## config.mk

```make
export PLATFORM = sky130hd
export DESIGN_NAME = result_writer
export DESIGN_NICKNAME = d
export VERILOG_FILES = /design/src/rtl/result_writer.sv
export SDC_FILE = /design/constraint.sdc
export NUM_CORES = 1
export LEC_CHECK = 0
export BUFFER_PORTS_ARGS = -buffer_cell sky130_fd_sc_hd__buf_4
export CORE_MARGIN = 2
export CORE_UTILIZATION = 43
export DETAILED_ROUTE_END_ITERATION = 7
export PLACE_DENSITY_LB_ADDON = 0.1
export SKIP_CTS_REPAIR_TIMING = 1
export SYNTH_ARGS = -nofsm -noshare
export SYNTH_HDL_FRONTEND = slang
export SYNTH_SLANG_ARGS = --single-unit
```

## constraint.sdc

```tcl
create_clock -name clk -period 3.2 [get_ports clk]
set_clock_uncertainty 0.15 [all_clocks]
set_input_delay 0.32 -clock clk [delete_from_list [all_inputs] [get_ports clk]]
set_output_delay 0.32 -clock clk [all_outputs]
set_load 0.005 [all_outputs]
```

## src/rtl/result_writer.sv

```systemverilog
// Writes fixed-size result records into a ring of memory slots, one write-master
// transaction per record. Define RESULT_WRITER_TAG_EN to prefix a tag word.
module result_writer #(
    parameter int ADDRESSWIDTH = 28,
    parameter int DATAWIDTH = 32,
    parameter int NWORDS = 4,
    parameter int NSLOTS = 16,
    parameter logic [ADDRESSWIDTH-1:0] BASE_ADDR = '0,
    localparam int SW = (NSLOTS > 1) ? $clog2(NSLOTS) : 1
) (
    input  logic clk,
    input  logic reset,
    input  logic rec_valid,
    input  logic [NWORDS*DATAWIDTH-1:0] rec_data,
    output logic rec_ready,
    output logic write_control_fixed_location,
    output logic [ADDRESSWIDTH-1:0] write_control_write_base,
    output logic [ADDRESSWIDTH-1:0] write_control_write_length,
    output logic write_control_go,
    input  logic write_control_done,
    output logic write_user_write_buffer,
    output logic [DATAWIDTH-1:0] write_user_buffer_data,
    input  logic write_user_buffer_full,
    output logic busy,
    output logic [15:0] rec_count,
    output logic [SW-1:0] slot
);

`ifdef RESULT_WRITER_TAG_EN
    localparam int TAGW = 1;
`else
    localparam int TAGW = 0;
`endif
    localparam int NTOT = NWORDS + TAGW;
    localparam int IW = $clog2(NTOT + 1);
    localparam logic [ADDRESSWIDTH-1:0] STRIDE =
        ADDRESSWIDTH'(NTOT * (DATAWIDTH / 8));
    localparam logic [IW-1:0] LAST = IW'(NTOT - 1);
    localparam logic [SW-1:0] SLOT_MAX = SW'(NSLOTS - 1);

    typedef enum logic [1:0] {IDLE, GO, FILL, WAIT_DONE} state_t;

    state_t state_q, state_d;
    logic [NWORDS*DATAWIDTH-1:0] hold_q, hold_d;
    logic [ADDRESSWIDTH-1:0] base_q, base_d;
    logic [ADDRESSWIDTH-1:0] len_q, len_d;
    logic [IW-1:0] idx_q, idx_d;
    logic seen_q, seen_d;
    logic [15:0] cnt_q, cnt_d;
    logic [SW-1:0] slot_q, slot_d;
    logic go_q, go_d;
    logic busy_q, busy_d;
    logic [DATAWIDTH-1:0] data_q, data_d;
    logic [DATAWIDTH-1:0] sel;
    logic [DATAWIDTH-1:0] words [NTOT];

    // Word 0 is the tag when enabled; payload words follow in order.
`ifdef RESULT_WRITER_TAG_EN
    assign words[0] = DATAWIDTH'({16'h5A5A, cnt_q});
`endif
    for (genvar g = 0; g < NWORDS; g++) begin : g_words
        assign words[g + TAGW] = hold_q[g*DATAWIDTH +: DATAWIDTH];
    end

    always_comb begin
        state_d = state_q;
        hold_d = hold_q;
        base_d = base_q;
        len_d = len_q;
        idx_d = idx_q;
        seen_d = seen_q;
        cnt_d = cnt_q;
        slot_d = slot_q;
        go_d = 1'b0;
        unique case (state_q)
            IDLE: begin
                if (rec_valid) begin
                    hold_d = rec_data;
                    base_d = BASE_ADDR + ADDRESSWIDTH'(slot_q) * STRIDE;
                    len_d = STRIDE;
                    go_d = 1'b1;
                    state_d = GO;
                end
            end
            GO: begin
                idx_d = '0;
                seen_d = 1'b0;
                state_d = FILL;
            end
            FILL: begin
                if (!write_control_done) seen_d = 1'b1;
                if (!write_user_buffer_full) begin
                    idx_d = idx_q + IW'(1);
                    if (idx_q == LAST) state_d = WAIT_DONE;
                end
            end
            WAIT_DONE: begin
                // done may still be high from the previous transfer
                if (!write_control_done) begin
                    seen_d = 1'b1;
                end else if (seen_q) begin
                    cnt_d = cnt_q + 16'd1;
                    slot_d = (slot_q == SLOT_MAX) ? '0 : slot_q + SW'(1);
                    state_d = IDLE;
                end
            end
            default: state_d = IDLE;
        endcase
        busy_d = (state_d != IDLE);
    end

    // Data register presents the word the next FILL cycle will push.
    always_comb begin
        sel = '0;
        for (int i = 0; i < NTOT; i++) begin
            if (idx_d == IW'(i)) sel = words[i];
        end
        data_d = (state_d == FILL) ? sel : data_q;
    end

    always_ff @(posedge clk or negedge reset) begin
        if (!reset) begin
            state_q <= IDLE;
            hold_q <= '0;
            base_q <= BASE_ADDR;
            len_q <= STRIDE;
            idx_q <= '0;
            seen_q <= 1'b0;
            cnt_q <= '0;
            slot_q <= '0;
            go_q <= 1'b0;
            busy_q <= 1'b0;
            data_q <= '0;
        end else begin
            state_q <= state_d;
            hold_q <= hold_d;
            base_q <= base_d;
            len_q <= len_d;
            idx_q <= idx_d;
            seen_q <= seen_d;
            cnt_q <= cnt_d;
            slot_q <= slot_d;
            go_q <= go_d;
            busy_q <= busy_d;
            data_q <= data_d;
        end
    end

    assign rec_ready = (state_q == IDLE);
    assign write_user_write_buffer = (state_q == FILL) && !write_user_buffer_full;
    assign write_control_fixed_location = 1'b0;
    assign write_control_write_base = base_q;
    assign write_control_write_length = len_q;
    assign write_control_go = go_q;
    assign write_user_buffer_data = data_q;
    assign busy = busy_q;
    assign rec_count = cnt_q;
    assign slot = slot_q;

endmodule
```

==> Word-level counts from Yosys, hierarchy flattened <==
Cells that the tools add are included.
{ "word_totals": {"latchBits": 0, "mem_count": 0, "elab_cells": 50, "mem_bits_rw": 0, "output_inout_bits": 113, "rom_bits": 0, "reg_bits": 192, "input_bits": 133} }
{ "classes": {"bitwise_logic": 0, "reduce_logical": 10, "shifts": 0, "mux": 17, "mul": 0, "addsub": 3, "eq_ne": 10, "div": 0, "n_lt_le_gt_ge": 0} }
{ "op_table": {"columns": ["cell", "n"], "rows": [
  ["32-bit two-way mux", 4],
  ["16-bit by 1-bit adder with 16-bit output (second input constant)", 1],
  ["2-bit two-way mux", 5],
  ["3-bit by 2-bit equality test with 1-bit output (second input constant)", 3],
  ["2-bit one-hot mux with 4 select lines", 1],
  ["2-bit equality test (second input constant)", 3],
  ["3-bit one-hot mux with 2 select lines", 1],
  ["4-bit by 1-bit adder with 4-bit output (second input constant)", 1],
  ["4-bit equality test (second input constant)", 1],
  ["4-bit two-way mux", 1],
  ["2-bit AND reduction", 2],
  ["2-bit nonzero test", 2],
  ["3-bit by 1-bit adder with 3-bit output (second input constant)", 1],
  ["3-bit by 1-bit equality test with 1-bit output (second input constant)", 1],
  ["3-bit logical NOT", 1],
  ["1-bit two-way mux", 3],
  ["3-bit two-way mux", 1],
  ["3-bit AND reduction", 1],
  ["2-bit by 1-bit equality test with 1-bit output (second input constant)", 1],
  ["2-bit logical NOT", 1],
  ["2-bit inequality test (second input constant)", 1],
  ["1-bit one-hot mux with 2 select lines", 1],
  ["2-bit OR reduction", 1],
  ["1-bit logical AND", 1],
  ["1-bit logical NOT", 1]
]} }

==> Logic depth before layout (Yosys ltp) <==
{ "logic_depth": {"ltp_word": 8, "ltp_mapped": 10, "mapped_depth_nobuf": 8} }

==> Least setup slack after synthesis <==
OpenSTA, ideal clock, no wires.
{ "synth_path": {"kind": "register -> register", "startpoint": "register state_q[0]", "endpoint": "register data_q[30], in the netlist write_user_buffer_data[30]", "path_slack_ns": 0.763, "n_path_buf": 1, "stages_incl_launch_ff": 10, "required_time_ns": 2.929, "setup_ns": 0.121, "arrival_time_ns": 2.166, "period_less_slack_ns": 2.437, "cell_sequence": "dfrtp_1 inv_1 ha_1 and4bb_1 a311oi_4 inv_4 buf_2 mux2i_1 a22oi_1 a22o_1"} }
{ "synth_via": {"elab_chain_len": 7, "word_cells_on_any_way": 20, "classes_between": "eq/ne (7); mux (11); reduce/logical (2)"} }
{ "synth_lines": {"columns": ["element", "line_no", "source"], "rows": [
  ["start, declared", "43", "state_t state_q, state_d;"],
  ["start signal, assigned", "135", "state_q <= state_d;"],
  ["2-bit equality test or 2-bit by 1-bit equality test with 1-bit output (tied branches)", "75", "unique case (state_q)"],
  ["3-bit one-hot mux with 2 select lines", "75", null],
  ["3-bit logical NOT", "116", "if (idx_d == IW'(i)) sel = words[i];"],
  ["32-bit two-way mux (4 in series)", "116", null],
  ["end signal, assigned", "145", "data_q <= data_d;"],
  ["end, declared", "53", "logic [DATAWIDTH-1:0] data_q, data_d;"]
]} }
Parallel ways exist; a longest one is shown, timed or not.
A chain may end at the register's enable or synchronous reset.

==> Worst setup path after layout <==
{ "layout_path": {"startpoint": "register state_q[0]", "endpoint": "register data_q[17], in the netlist write_user_buffer_data[17]"} }
The elaborated chain is that of the path after synthesis.

==> results.ini <==
[worst_setup_path]
cp_slowest_cell = nand2b_1
reg2reg_slack_ps = 320
cp.required_ps = 3390
crit_fanout = 19
crit_path_end_kind = register
path_buf_inv = 2
crit_type = reg2reg
crit_arrival_ps = 3060
cp-start-kind = register
path_cells = inv_1 > ha_1 > nand2_1 > inv_4 > o32ai_1 > and4_1 > nand2b_1 > o22ai_1
max_stage_delay_ps = 480
critPathTopFamily = simple AND/OR/NAND/NOR gates

[sta]
tns_ps = 0
hold_viol_final = 0
fmax_ghz = 0.3478
tightest_slew_ps = 866.3
timing.final.crit_period_ps = 2875
rsz0062_at_grt = no
hold_ws_ps = 113.3
min_period_over_period = 0.8986
final_max_slew_viol_count = 0
setup_violations = 0
slew_headroom = 0.4224

[final_layout]
nets = 1253
area.growth.synth_to_final_pct = 36.72
n_antenna_cell = 0
final_common_cell = buf_4
final_cell_count_no_fill = 1405
seq_area_um2 = 4806
layout-drive-gt1-share = 0.3413
layout_common_cells = 208 x buf_4, 191 x dfrtp_1, 132 x mux2_2
multiInputGateArea_um2 = 4145
num-fill-cells = 1826

[cts]
cts-htree-levels = 4
clk_latency_ps = 430
cts_sinks = 192
path_clk_slew_ps = 70
root_buffer = clkbuf_16
numCtsBuffers = 17
tritoncts = done
clock_path_buffers = 2

[power_and_ir_drop]
vdd_drop_max_uv = 607.3
switchingPower_uw = 4510
seqPwrFrac = 0.364
p_int_uw = 7687
clkPwrFrac = 0.180
p_leak_uw = 0.005667
pwr-share-comb = 0.456
sw_frac_of_total = 0.3698
cellPowerDensity_nw_per_um2 = 948.3

[global_route]
grt_max_degree = 130
grt_overflow = 0
grt_use_total = 0.2007
antenna_found_initial = 0
grt_pass1_vias = 6624
grt_pass1_wl_um = 37200

[floorplan]
core_um2 = 21620
start_util = 0.4351
die_w_um = 151.9
fp-row-count = 54
io_pins = 246
dieArea_um2 = 23080
die_height_um = 151.9

[drt]
drc = 0
drt_wl_total_um = 24580
wl_per_cell_um = 17.49
drt_iter0_drc = 520
routed_via_density = 5.230
antenna_left = 0
num_vias = 7348
first_pass_iters = 5

[logic_synthesis]
yosysWarnings = 0
syn_inst = 811
syn_area_per_cell_um2 = 11.60
synth-seq-area-share = 0.5107
synth_area_um2 = 9408
ys_ff_latch = 192
ys_types = 42

[status]
status = complete, no violations

[placement]
place_congestion = 0.8194
placed_cells = 1244
hpwlAfterDp_um = 15650
port_buffers = 192

[hold_path]
hold_path_class = in2reg

[job]
maxCapViolCount = 0

worst min-delay path, delay by kind of cell:
family / cells / cell delay, ps
buffers and inverters: 1 / 100
AO/OA/AOI/OAI: 2 / 180
AND/OR/NAND/NOR: 1 / 50
layout make-up:
class,count,share of cell area
sequential,192,0.3736
multi-input combinational,552,0.3223
timing repair buffer,341,0.2275
clock buffer,22,0.03687
tap,280,0.02724
clock inverter,10,0.009728
inverter,8,0.002724
layer usage:
| metal | vias to the layer above | global-route usage | wire length (um) | part of all wire |
|---|---|---|---|---|
| met1 | 3601 | 0.2833 | 11190 | 0.46 |
| met4 | 0 | 0.04806 | 298 | 0.012 |
| met2 | 243 | 0.3057 | 11590 | 0.47 |
| li1 | 3480 | - | - | - |
| met3 | 24 | 0.06018 | 1497 | 0.061 |
| met5 | - | 0 | 0 | 0 |
sequential cells by signal, summed over array words and instances (netlist names):
name,cells
write_control_go,1
rec_count,16
seen_q,1
state_q,2
hold_q,128
slot,4
write_user_buffer_data,32
busy,1
write_control_write_base,4
idx_q,3
path summary, 6_finish.rpt:
kind	from	endpoint	cells after the start
min in group asynchronous	reset	slot[0]$_DFFE_PN0P_	2
worst max register to register	state_q[0]$_DFF_PN0_	write_user_buffer_data[17]$_DFFE_PN0N_	8
worst max-delay path	state_q[0]$_DFF_PN0_	write_user_buffer_data[17]$_DFFE_PN0N_	8
worst min-delay path	write_control_done	seen_q$_DFFE_PN0P_	4
worst min register to register	rec_count[15]$_DFFE_PN0P_	rec_count[15]$_DFFE_PN0P_	1
max in group asynchronous	reset	hold_q[64]$_DFFE_PN0P_	3
per-stage QoR:
stage,total power (uW),worst slack (ps),utilization,cell area (um2)
final,12200,324.5,0.5949,12860
after global routing,13090,103.8,0.5949,12860
after CTS,12120,336.2,0.5352,11570
after detailed placement,9898,371.5,0.5075,10970
after global placement,9811,457.3,0.5075,10970
after floorplan,8122,762.6,-,9599
cells by family after synthesis:
| logic type | count (synthesis) | share of synthesized area |
|---|---|---|
| AO/OA/AOI/OAI | 167 | 0.1229 |
| XOR/XNOR | 16 | 0.01490 |
| adder cells (fa/ha/maj) | 8 | 0.01064 |
| buffers and inverters | 118 | 0.07102 |
| flip-flops | 192 | 0.5107 |
| multiplexers | 164 | 0.1920 |
| other | 2 | 0.0007983 |
| AND/OR/NAND/NOR | 144 | 0.07701 |
synthesized netlist by cell type, drive strengths merged:
cell type | n | area share
a32oi | 20 | 0.019
and4 | 3 | 0.0028
nor2b | 2 | 0.0013
dfrtp | 192 | 0.51
nand2b | 2 | 0.0013
and3 | 2 | 0.0013
inv | 8 | 0.0035
o32ai | 20 | 0.019
nor2 | 45 | 0.019
or2 | 1 | 0.00067
xor2 | 2 | 0.0019
mux2 | 132 | 0.16
buf | 72 | 0.052
a22oi | 13 | 0.010
a21bo | 1 | 0.0011
nor3b | 1 | 0.00080
nor3 | 1 | 0.0011
o22ai | 38 | 0.025
conb | 2 | 0.00080
a21o | 1 | 0.00080
nand4 | 7 | 0.0047
ha | 8 | 0.011
a22o | 13 | 0.012
o21ai | 24 | 0.013
mux2i | 32 | 0.034
or3 | 1 | 0.00067
a21oi | 33 | 0.018
nand2 | 53 | 0.021
nor4b | 19 | 0.018
clkbuf | 38 | 0.015
a31o | 1 | 0.00093
a311oi | 2 | 0.0037
and2 | 2 | 0.0013
and4bb | 1 | 0.0013
xnor2 | 14 | 0.013
a32o | 1 | 0.0011
nand3 | 4 | 0.0021
power by group through the flow:
stage	Sequential, uW	Clock, uW	Combinational (uW)
floorplan	4220	0	3900
global route	4600	2360	6130
detailed placement	4480	0	5420
CTS	4450	2250	5430
global placement	4490	0	5330
finish	4440	2190	5560
Power figures use the tool's default switching activity.
